File: config.mk
export PLATFORM = sky130hd
export DESIGN_NAME = decode_stage_hs
export DESIGN_NICKNAME = d
export VERILOG_FILES = /design/src/rtl/decode_stage_hs_pkg.sv /design/src/rtl/decode_stage_hs_imm_gen.sv /design/src/rtl/decode_stage_hs.sv
export SDC_FILE = /design/constraint.sdc
export NUM_CORES = 2
export LEC_CHECK = 0
export BUFFER_PORTS_ARGS = -buffer_cell sky130_fd_sc_hd__buf_4
export CAP_MARGIN = 10
export CORE_MARGIN = 4
export CORE_UTILIZATION = 30
export DETAILED_ROUTE_END_ITERATION = 16
export PLACE_DENSITY = 0.47
export REMOVE_ABC_BUFFERS = 1
export SYNTH_ARGS = -nofsm -noshare
export SYNTH_HDL_FRONTEND = slang
export SYNTH_SLANG_ARGS = --single-unit
File: constraint.sdc
create_clock -name clk -period 63.9 [get_ports clk]
set_clock_uncertainty 0.15 [all_clocks]
set_input_delay 3.195 -clock clk [delete_from_list [all_inputs] [get_ports clk]]
set_output_delay 3.195 -clock clk [all_outputs]
set_load 0.005 [all_outputs]
File: src/rtl/decode_stage_hs_pkg.sv
// Shared decode types: ALU operations, instruction formats, RV32I opcodes.
// The optional DECODE_WB_BYPASS_EN build switch is consumed by decode_stage_hs.
package decode_stage_hs_pkg;

    typedef enum logic [3:0] {
        ALU_ADD    = 4'd0,
        ALU_SUB    = 4'd1,
        ALU_SLL    = 4'd2,
        ALU_SLT    = 4'd3,
        ALU_SLTU   = 4'd4,
        ALU_XOR    = 4'd5,
        ALU_SRL    = 4'd6,
        ALU_SRA    = 4'd7,
        ALU_OR     = 4'd8,
        ALU_AND    = 4'd9,
        ALU_PASS_B = 4'd10
    } alu_op_e;

    typedef enum logic [2:0] {
        TYPE_R = 3'd0,
        TYPE_I = 3'd1,
        TYPE_S = 3'd2,
        TYPE_B = 3'd3,
        TYPE_U = 3'd4,
        TYPE_J = 3'd5
    } instr_type_e;

    localparam logic [6:0] OPC_OP     = 7'h33;
    localparam logic [6:0] OPC_OP_IMM = 7'h13;
    localparam logic [6:0] OPC_LOAD   = 7'h03;
    localparam logic [6:0] OPC_STORE  = 7'h23;
    localparam logic [6:0] OPC_BRANCH = 7'h63;
    localparam logic [6:0] OPC_JAL    = 7'h6F;
    localparam logic [6:0] OPC_JALR   = 7'h67;
    localparam logic [6:0] OPC_LUI    = 7'h37;
    localparam logic [6:0] OPC_AUIPC  = 7'h17;
    localparam logic [6:0] OPC_SYSTEM = 7'h73;

    // sub/sra come from funct7[5]; the caller decides whether sub may apply.
    function automatic alu_op_e alu_from_funct3(input logic [2:0] funct3,
                                                input logic sub,
                                                input logic sra);
        case (funct3)
            3'd0:    return sub ? ALU_SUB : ALU_ADD;
            3'd1:    return ALU_SLL;
            3'd2:    return ALU_SLT;
            3'd3:    return ALU_SLTU;
            3'd4:    return ALU_XOR;
            3'd5:    return sra ? ALU_SRA : ALU_SRL;
            3'd6:    return ALU_OR;
            default: return ALU_AND;
        endcase
    endfunction

endpackage

File: src/rtl/decode_stage_hs_imm_gen.sv
// Immediate generator: I/S/B/U/J immediates sign-extended to XLEN (R yields 0).
module decode_stage_hs_imm_gen
    import decode_stage_hs_pkg::*;
#(
    parameter int XLEN = 32
) (
    input  logic [31:7]     instr,
    input  instr_type_e     itype,
    output logic [XLEN-1:0] imm
);

    logic [31:0] imm32;

    always_comb begin
        imm32 = '0;
        case (itype)
            TYPE_I:  imm32 = {{20{instr[31]}}, instr[31:20]};
            TYPE_S:  imm32 = {{20{instr[31]}}, instr[31:25], instr[11:7]};
            TYPE_B:  imm32 = {{19{instr[31]}}, instr[31], instr[7], instr[30:25], instr[11:8], 1'b0};
            TYPE_U:  imm32 = {instr[31:12], 12'b0};
            TYPE_J:  imm32 = {{11{instr[31]}}, instr[31], instr[19:12], instr[20], instr[30:21], 1'b0};
            default: imm32 = '0;
        endcase
    end

    assign imm = XLEN'($signed(imm32));

endmodule

File: src/rtl/decode_stage_hs.sv
// RV32I/RV32E decode stage with valid/ready handshakes, load-use scoreboard and flush.
// Define DECODE_WB_BYPASS_EN to forward writeback data and release hazards in the writeback cycle.
module decode_stage_hs
    import decode_stage_hs_pkg::*;
#(
    parameter int XLEN     = 32,
    parameter int NUM_REGS = 32,
    parameter int CNT_W    = 32
) (
    input  logic             clk,
    input  logic             reset,
    input  logic             in_valid,
    output logic             in_ready,
    input  logic [XLEN-1:0]  in_pc,
    input  logic [31:0]      in_instr,
    input  logic             wb_en,
    input  logic [4:0]       wb_addr,
    input  logic [XLEN-1:0]  wb_data,
    input  logic             flush,
    output logic             out_valid,
    input  logic             ex_ready,
    output logic [XLEN-1:0]  out_pc,
    output logic [XLEN-1:0]  out_rs1_data,
    output logic [XLEN-1:0]  out_rs2_data,
    output logic [XLEN-1:0]  out_imm,
    output logic [4:0]       out_rs1,
    output logic [4:0]       out_rs2,
    output logic [4:0]       out_rd,
    output logic [2:0]       out_funct3,
    output alu_op_e          out_alu_op,
    output logic             out_mem_read,
    output logic             out_mem_write,
    output logic             out_reg_write,
    output logic             out_use_imm,
    output logic             out_use_pc,
    output logic             out_is_jump,
    output logic             out_is_branch,
    output logic             out_illegal,
    output logic [CNT_W-1:0] stall_cycles
);

    localparam int AW = $clog2(NUM_REGS);
    localparam logic [5:0] NREGS6 = 6'(NUM_REGS);

    function automatic logic in_range(input logic [4:0] idx);
        return {1'b0, idx} < NREGS6;
    endfunction

    logic [6:0]      opcode;
    logic [2:0]      funct3;
    logic [6:0]      funct7;
    logic [4:0]      rs1, rs2, rd;
    instr_type_e     itype;
    alu_op_e         alu_op;
    logic            known, dec_mem_read, dec_mem_write, dec_reg_write;
    logic            dec_use_pc, dec_is_jump, dec_is_branch;
    logic            use_rs1, use_rs2, use_rd, range_bad, dec_illegal;
    logic [XLEN-1:0] dec_imm, rs1_data, rs2_data;

    logic [XLEN-1:0]     regs [NUM_REGS];
    logic [NUM_REGS-1:0] pending, pend_vis, set_mask, clr_mask;
    logic                rs1_busy, rs2_busy, hazard, fire_in, fire_out;

    assign opcode = in_instr[6:0];
    assign rd     = in_instr[11:7];
    assign funct3 = in_instr[14:12];
    assign rs1    = in_instr[19:15];
    assign rs2    = in_instr[24:20];
    assign funct7 = in_instr[31:25];

    always_comb begin
        itype         = TYPE_R;
        alu_op        = ALU_ADD;
        known         = 1'b1;
        dec_mem_read  = 1'b0;
        dec_mem_write = 1'b0;
        dec_reg_write = 1'b0;
        dec_use_pc    = 1'b0;
        dec_is_jump   = 1'b0;
        dec_is_branch = 1'b0;
        case (opcode)
            OPC_OP: begin
                alu_op        = alu_from_funct3(funct3, funct7[5], funct7[5]);
                dec_reg_write = 1'b1;
                known = (funct7 == 7'h00) ||
                        (funct7 == 7'h20 && (funct3 == 3'd0 || funct3 == 3'd5));
            end
            OPC_OP_IMM: begin
                // funct7[5] is immediate data for ADDI, so only shifts look at it
                itype         = TYPE_I;
                alu_op        = alu_from_funct3(funct3, 1'b0, funct7[5]);
                dec_reg_write = 1'b1;
                if (funct3 == 3'd1)
                    known = (funct7 == 7'h00);
                else if (funct3 == 3'd5)
                    known = (funct7 == 7'h00) || (funct7 == 7'h20);
            end
            OPC_LOAD: begin
                itype         = TYPE_I;
                dec_mem_read  = 1'b1;
                dec_reg_write = 1'b1;
                known = (funct3 != 3'd3) && (funct3 != 3'd6) && (funct3 != 3'd7);
            end
            OPC_STORE: begin
                itype         = TYPE_S;
                dec_mem_write = 1'b1;
                known = !funct3[2] && (funct3 != 3'd3);
            end
            OPC_BRANCH: begin
                itype         = TYPE_B;
                dec_use_pc    = 1'b1;
                dec_is_branch = 1'b1;
                known = (funct3 != 3'd2) && (funct3 != 3'd3);
            end
            OPC_JAL: begin
                itype         = TYPE_J;
                dec_reg_write = 1'b1;
                dec_use_pc    = 1'b1;
                dec_is_jump   = 1'b1;
            end
            OPC_JALR: begin
                itype         = TYPE_I;
                dec_reg_write = 1'b1;
                dec_is_jump   = 1'b1;
                known = (funct3 == 3'd0);
            end
            OPC_LUI: begin
                itype         = TYPE_U;
                alu_op        = ALU_PASS_B;
                dec_reg_write = 1'b1;
            end
            OPC_AUIPC: begin
                itype         = TYPE_U;
                dec_reg_write = 1'b1;
                dec_use_pc    = 1'b1;
            end
            OPC_SYSTEM: begin
                itype = TYPE_I;
                known = (funct3 == 3'd0);
            end
            default: known = 1'b0;
        endcase
    end

    assign use_rs1 = known && (itype == TYPE_R || itype == TYPE_I || itype == TYPE_S || itype == TYPE_B);
    assign use_rs2 = known && (itype == TYPE_R || itype == TYPE_S || itype == TYPE_B);
    assign use_rd  = known && (itype == TYPE_R || itype == TYPE_I || itype == TYPE_U || itype == TYPE_J);

    assign range_bad   = (use_rs1 && !in_range(rs1)) || (use_rs2 && !in_range(rs2)) ||
                         (use_rd && !in_range(rd));
    assign dec_illegal = !known || range_bad;

    decode_stage_hs_imm_gen #(.XLEN(XLEN)) u_imm_gen (
        .instr (in_instr[31:7]),
        .itype (itype),
        .imm   (dec_imm)
    );

    always_comb begin
        rs1_data = '0;
        rs2_data = '0;
        if (rs1 != '0 && in_range(rs1))
            rs1_data = regs[rs1[AW-1:0]];
        if (rs2 != '0 && in_range(rs2))
            rs2_data = regs[rs2[AW-1:0]];
`ifdef DECODE_WB_BYPASS_EN
        if (wb_en && wb_addr == rs1 && rs1 != '0)
            rs1_data = wb_data;
        if (wb_en && wb_addr == rs2 && rs2 != '0)
            rs2_data = wb_data;
`endif
    end

    always_comb begin
        set_mask = '0;
        clr_mask = '0;
        if (fire_out && out_mem_read && out_rd != '0 && in_range(out_rd))
            set_mask[out_rd[AW-1:0]] = 1'b1;
        if (wb_en && in_range(wb_addr))
            clr_mask[wb_addr[AW-1:0]] = 1'b1;
    end

`ifdef DECODE_WB_BYPASS_EN
    assign pend_vis = pending & ~clr_mask;
`else
    assign pend_vis = pending;
`endif

    // A load still sitting in the output register has not reached the scoreboard yet.
    always_comb begin
        rs1_busy = 1'b0;
        rs2_busy = 1'b0;
        if (use_rs1 && rs1 != '0 && in_range(rs1))
            rs1_busy = pend_vis[rs1[AW-1:0]] || (out_valid && out_mem_read && out_rd == rs1);
        if (use_rs2 && rs2 != '0 && in_range(rs2))
            rs2_busy = pend_vis[rs2[AW-1:0]] || (out_valid && out_mem_read && out_rd == rs2);
    end

    assign hazard   = rs1_busy || rs2_busy;
    assign in_ready = !flush && !hazard && (!out_valid || ex_ready);
    assign fire_in  = in_valid && in_ready;
    assign fire_out = out_valid && ex_ready;

    always_ff @(posedge clk or posedge reset) begin
        if (reset) begin
            for (int i = 0; i < NUM_REGS; i++)
                regs[i] <= '0;
        end else if (wb_en && wb_addr != '0 && in_range(wb_addr)) begin
            regs[wb_addr[AW-1:0]] <= wb_data;
        end
    end

    always_ff @(posedge clk or posedge reset) begin
        if (reset)
            pending <= '0;
        else
            pending <= (pending & ~clr_mask) | set_mask;
    end

    always_ff @(posedge clk or posedge reset) begin
        if (reset)
            stall_cycles <= '0;
        else if (in_valid && hazard && !flush && stall_cycles != '1)
            stall_cycles <= stall_cycles + CNT_W'(1);
    end

    always_ff @(posedge clk or posedge reset) begin
        if (reset) begin
            out_valid     <= 1'b0;
            out_pc        <= '0;
            out_rs1_data  <= '0;
            out_rs2_data  <= '0;
            out_imm       <= '0;
            out_rs1       <= '0;
            out_rs2       <= '0;
            out_rd        <= '0;
            out_funct3    <= '0;
            out_alu_op    <= ALU_ADD;
            out_mem_read  <= 1'b0;
            out_mem_write <= 1'b0;
            out_reg_write <= 1'b0;
            out_use_imm   <= 1'b0;
            out_use_pc    <= 1'b0;
            out_is_jump   <= 1'b0;
            out_is_branch <= 1'b0;
            out_illegal   <= 1'b0;
        end else begin
            if (flush)
                out_valid <= 1'b0;
            else if (fire_in)
                out_valid <= 1'b1;
            else if (fire_out)
                out_valid <= 1'b0;

            if (fire_in) begin
                out_pc        <= in_pc;
                out_rs1_data  <= rs1_data;
                out_rs2_data  <= rs2_data;
                out_imm       <= dec_imm;
                out_rs1       <= rs1;
                out_rs2       <= rs2;
                out_rd        <= rd;
                out_funct3    <= funct3;
                out_alu_op    <= alu_op;
                out_mem_read  <= dec_mem_read && !dec_illegal;
                out_mem_write <= dec_mem_write && !dec_illegal;
                out_reg_write <= dec_reg_write && !dec_illegal;
                out_use_imm   <= (itype != TYPE_R);
                out_use_pc    <= dec_use_pc;
                out_is_jump   <= dec_is_jump;
                out_is_branch <= dec_is_branch;
                out_illegal   <= dec_illegal;
            end
        end
    end

endmodule

==> After elaboration in Yosys (flattened, before gate mapping) <==
Index checks and enable logic that the tools add are counted.
{ "word_totals": {"regBits": 1247, "output_inout_bits": 192} }
{ "classes": {"n_addsub": 1, "n_lt_le_gt_ge": 10, "eq_ne": 29, "mux": 42, "bitwise_logic": 6, "n_reduce_logical": 61} }
{ "ops": {"columns": ["cell", "count"], "rows": [
  ["1024-bit bitwise mux", 1],
  ["32-bit binary-select mux with 5-bit select", 2],
  ["32-bit 2-to-1 mux", 9],
  ["32-bit demux with 5-bit select", 1],
  ["32-bit case mux with 5 select lines", 1],
  ["4-bit case mux with 7 select lines", 2],
  ["32-bit by 1-bit adder with 32-bit output, second input constant", 1],
  ["32-bit bitwise AND", 1],
  ["32-bit inequality test, second input constant", 1],
  ["32-bit NOT", 1],
  ["32-bit OR", 1],
  ["7-bit by 6-bit == test with 1-bit output, second input constant", 4],
  ["7-bit == test, second input constant", 4],
  ["1-bit logical AND", 28],
  ["5-bit by 6-bit < comparator with 1-bit output, second input constant", 4],
  ["5-bit nonzero test", 4],
  ["1-bit 2-to-1 mux", 19],
  ["6-bit greater-or-equal comparator, second input constant", 3],
  ["5-bit NOT with 6-bit output", 3],
  ["3-bit == test, second input constant", 5],
  ["3-bit case mux with 5 select lines", 1],
  ["7-bit by 5-bit == test with 1-bit output, second input constant", 2],
  ["3-bit by 2-bit == test with 1-bit output, second input constant", 4],
  ["1-bit logical OR", 12],
  ["19 further kinds", 35]
]} }

==> Logic depth before layout (Yosys ltp) <==
{ "depth": {"word_depth": 17, "ltp_mapped": 13, "mapped_depth_nobuf": 8} }

==> Cells and area by module <==
Synthesis repeated with hierarchy kept, for this count alone.
{ "unflattened": {"cells_unflattened": 4061, "hier_area_um2": 64712.1} }
{ "modules_own_cells": {"columns": ["mod", "n_inst", "cells_each", "area_per_inst_um2"], "rows": [
  ["decode_stage_hs", 1, 3995, 64321.7],
  ["decode_stage_hs_imm_gen", 1, 66, 390.4]
]} }

==> Worst setup path after synthesis <==
No wires, ideal clock.
{ "synth_timing": {"kind": "input to output", "from": "input in_instr[15]", "to": "output in_ready", "arrival_ps": 4879, "t_required_ps": 60555, "setup_slack_ps": 55676, "stages": 8, "cell_sequence": "buf_2 buf_2 mux4_2 a31oi_1 nand4_1 a32oi_2 o21ai_0 nor2_1"} }
{ "synth_between": {"elab_chain_len": 8, "word_cells_on_any_way": 12, "classes_between": "eq/ne: 1; mux: 3; reduce/logical: 8"} }
{ "synth_lines": {"columns": ["item", "line", "rtl"], "rows": [
  ["start, declared", "decode_stage_hs.sv:15", "input logic [31:0] in_instr,"],
  ["1-bit binary-select mux with 5-bit select or 5-bit == test (tied branches)", "decode_stage_hs.sv:194", "rs1_busy = pend_vis[rs1[AW-1:0]] || (out_valid && out_mem_read && out_rd == rs1);"],
  ["1-bit 2-to-1 mux (implied by the code) or 1-bit logical AND (tied branches)", "decode_stage_hs.sv:194", null],
  ["1-bit logical OR", "decode_stage_hs.sv:194", null],
  ["1-bit 2-to-1 mux (*)", "decode_stage_hs.sv:193", "if (use_rs1 && rs1 != '0 && in_range(rs1))"],
  ["1-bit logical OR (*)", "decode_stage_hs.sv:199", "assign hazard = rs1_busy || rs2_busy;"],
  ["1-bit zero test (*)", "decode_stage_hs.sv:200", "assign in_ready = !flush && !hazard && (!out_valid || ex_ready);"],
  ["1-bit logical AND (*) (2 in a row)", "decode_stage_hs.sv:200", null],
  ["end, declared", "decode_stage_hs.sv:13", "output logic in_ready,"]
]} }
Every way passes the cells marked *; elsewhere a longest branch is shown, timed or not. The select of a mux whose other input is x is not followed.

==> Worst setup path after layout <==
{ "layout_timing": {"from": "input in_instr[19]", "to": "output in_ready"} }
Same word-level chain as after synthesis.

==> metrics.txt <==
DRC Markers=0; htree depth=4; async set-reset flop share out of synthesis=100%; Hold/Removal Path Class=register to register; root buffer cell=clkbuf_16; final wirelength=209 mm; Die Wd=469 µm; Max Cap Viol=0; Congestion Overflow GR=0; Arr. time, crit path=5.91 ns; fraction of synthesized area in multiplexers=42.1%; syn avg cell area=15.4 µm²; RSZ-0062 raised after global routing=false; synthesized flop and latch total=1247; worst slack, placed=54.66 ns; Post-Synth XOR/XNOR Area=0.577%; DR WL/cell=29.2 µm; Longest Clk Path Bufs=3; Die H=469 µm; CTS Sinks=1247; global-route wire length before repair=304 mm; Num CTS Buffers=145; post-synthesis sequential area ratio=48.9%; kind of critical path=primary input to primary output; Ports=299; Port Buffer Count=298; Post-synth top flop=dfrtp_1; relative slew slack=19.1%; Final Setup Violations=0; status=finished clean; antenna-violating nets left=0; CP endpoint kind=primary output; Post-CTS Setup Inserts=0; most frequent cells in the layout=1247 x dfrtp_1, 1048 x mux2_2, 624 x mux4_2; die area=220000 µm²; starting density of the core=30.3%; Syn Inst Count=4151; First-pass DRT Iterations=5; Worst Path Required=60.55 ns; PwrDens=31.7 nW/µm²; fin nets=4340; Pins Over Slew Limit=0; FP Rows=168; Leak Pwr=31.5 nW; Worst-Margin Slew=1.21 ns; Synth Area in Simple Gates=2.93%; endpoints failing hold=0; Clock Latency Late Sink=0.77 ns; GPL Wtd Cong=0.760; final worst-path cycle share=14.5%; Setup WS post-layout=54.64 ns; antenna violations before repair=11; number of vias per cell=5.44; CTS tree=done; routed vias=38900; fmax=108 MHz; most common cell after layout, fill and taps aside=dfrtp_1; Distinct cells, synth=53; Worst-path clk slew=0.05 ns; Detailed Route Iter0 Violations=3122; HPWL Detailed=115 mm; total negative slack=0 ns; vias in the first global route=40900; Synth Area in Compound Gates=2.52%; min cycle time layout=9.26 ns; Post-synth EDFFs=0; Max VDD drop=0.0000268 V; core area=210000 µm²; Min Hold Slack=0.240 ns; Synth Cell Area=63700 µm²; Finished Layout Cells=7154; GRT Overall Usage=19.0%; share of cells above drive strength 1=53.9%; Placed Cells=6890; Resized Gates After CTS=0; adder-cell share of the synthesized area=0.0196%; largest net degree at the start of global routing=179; # hold bufs at CTS=0; Crit Path Max Fanout=21; CP Launch Type=primary input; YS warnings=0; largest family of logic cells by synthesized area=multiplexers; area grow syn2layout=15.4%
metrics by stage:
step           util (%)  instance area [µm²]  power (mW)
6_report           35.0                73600        2.33
5_1_grt            35.0                73600        2.44
4_1_cts            35.0                73600        2.36
3_5_place_dp       32.6                68700        1.49
3_3_place_gp       32.6                68700        1.48
2_1_floorplan         -                61900        1.32
cell usage after synthesis (all sizes together) (3+ instances only):
cell type	number	share of area (%)
buf	154	1.1
a22o	16	0.22
a22oi	31	0.37
mux4	624	22
nor3	6	0.055
a32oi	3	0.053
nor2b	9	0.088
nand3b	6	0.071
a21oi	34	0.27
inv	6	0.035
and4	3	0.041
nand4	19	0.19
o31ai	44	0.60
nor3b	5	0.059
nand3	41	0.32
o22ai	9	0.088
mux2	1048	19
o21ai	91	0.71
mux2i	98	1.5
nor2	48	0.28
dfrtp	1247	49
and2	6	0.059
nor4	13	0.15
xnor2	32	0.44
clkbuf	295	1.7
xor2	10	0.14
or2	3	0.029
and3	13	0.13
nand2b	29	0.28
nand2	186	1.1
sequential cells by signal, indices dropped and copies added, names as in the netlist:
| name | count |
|---|---|
| out_rs2_data | 32 |
| out_valid | 1 |
| stall_cycles | 32 |
| out_illegal | 1 |
| out_rd | 5 |
| out_mem_read | 1 |
| out_imm | 32 |
| out_pc | 32 |
| regs | 1024 |
| out_funct3 | 3 |
| out_reg_write | 1 |
| out_use_pc | 1 |
| out_mem_write | 1 |
| out_rs2 | 5 |
| out_use_imm | 1 |
| out_is_branch | 1 |
| out_rs1 | 5 |
| out_is_jump | 1 |
| out_alu_op | 4 |
| pend_vis | 32 |
| out_rs1_data | 32 |
cell type report:
| class | instances | area, µm² |
|---|---|---|
| Clock inverter | 42 | 440 |
| Timing Repair Buffer | 383 | 2960 |
| Fill cell | 20200 | 137000 |
| Tap cell | 2805 | 3510 |
| Clock buffer | 221 | 4450 |
| Inverter | 6 | 30.0 |
| Sequential cell | 1247 | 31200 |
| Antenna cell | 1 | 2.50 |
| Multi-Input combinational cell | 2449 | 31000 |
routing by layer:
metal	routed length [µm]	share of wire, %	GRT usage, %	vias up
met4	4200	2.0	4.16	4
met5	27	0.013	0	-
met1	100000	48	28.4	21500
li1	-	-	-	16100
met3	9820	4.7	2.71	261
met2	94700	45	29.1	1047
path summary, 6_finish.rpt:
check / start / to / slack [ns] / depth (start not counted)
max: in_instr[19] / in_ready / 54.64 / 10
min: regs[995] / regs[995] / 0.24 / 0
max reg2reg: out_rd[3] / out_pc[12] / 60.01 / 9
min reg2reg: regs[995] / regs[995] / 0.24 / 0
max in group asynchronous: reset / regs[410] / 57.31 / 6
min in group asynchronous: reset / out_pc[23] / 2.34 / 2
power by group:
| group | switching (mW) | internal (mW) |
|---|---|---|
| logic | 0.171 | 0.273 |
| registers | 0.0988 | 0.930 |
| clock network | 0.347 | 0.511 |
cell families (layout without fill, tap and decap cells):
group / Yosys count / count (layout)
AO/OA/AOI/OAI: 243 / 243
flip-flops: 1247 / 1247
other: 0 / 1
XOR/XNOR: 42 / 42
buffers and inverters: 455 / 652
AND/OR/NAND/NOR: 393 / 393
adder cells (fa/ha/maj): 1 / 1
multiplexers: 1770 / 1770
worst max-delay path: stages:
cell and delay (ns):
buf_4 0.50, buf_4 0.61, xor2_1 0.20, nor4_1 0.08, a21oi_1 0.16, a31oi_1 0.13
a32oi_2 0.44, o21ai_0 0.18, nor2_1 0.15, buf_4 0.13
(Power assumes the default switching activity.)
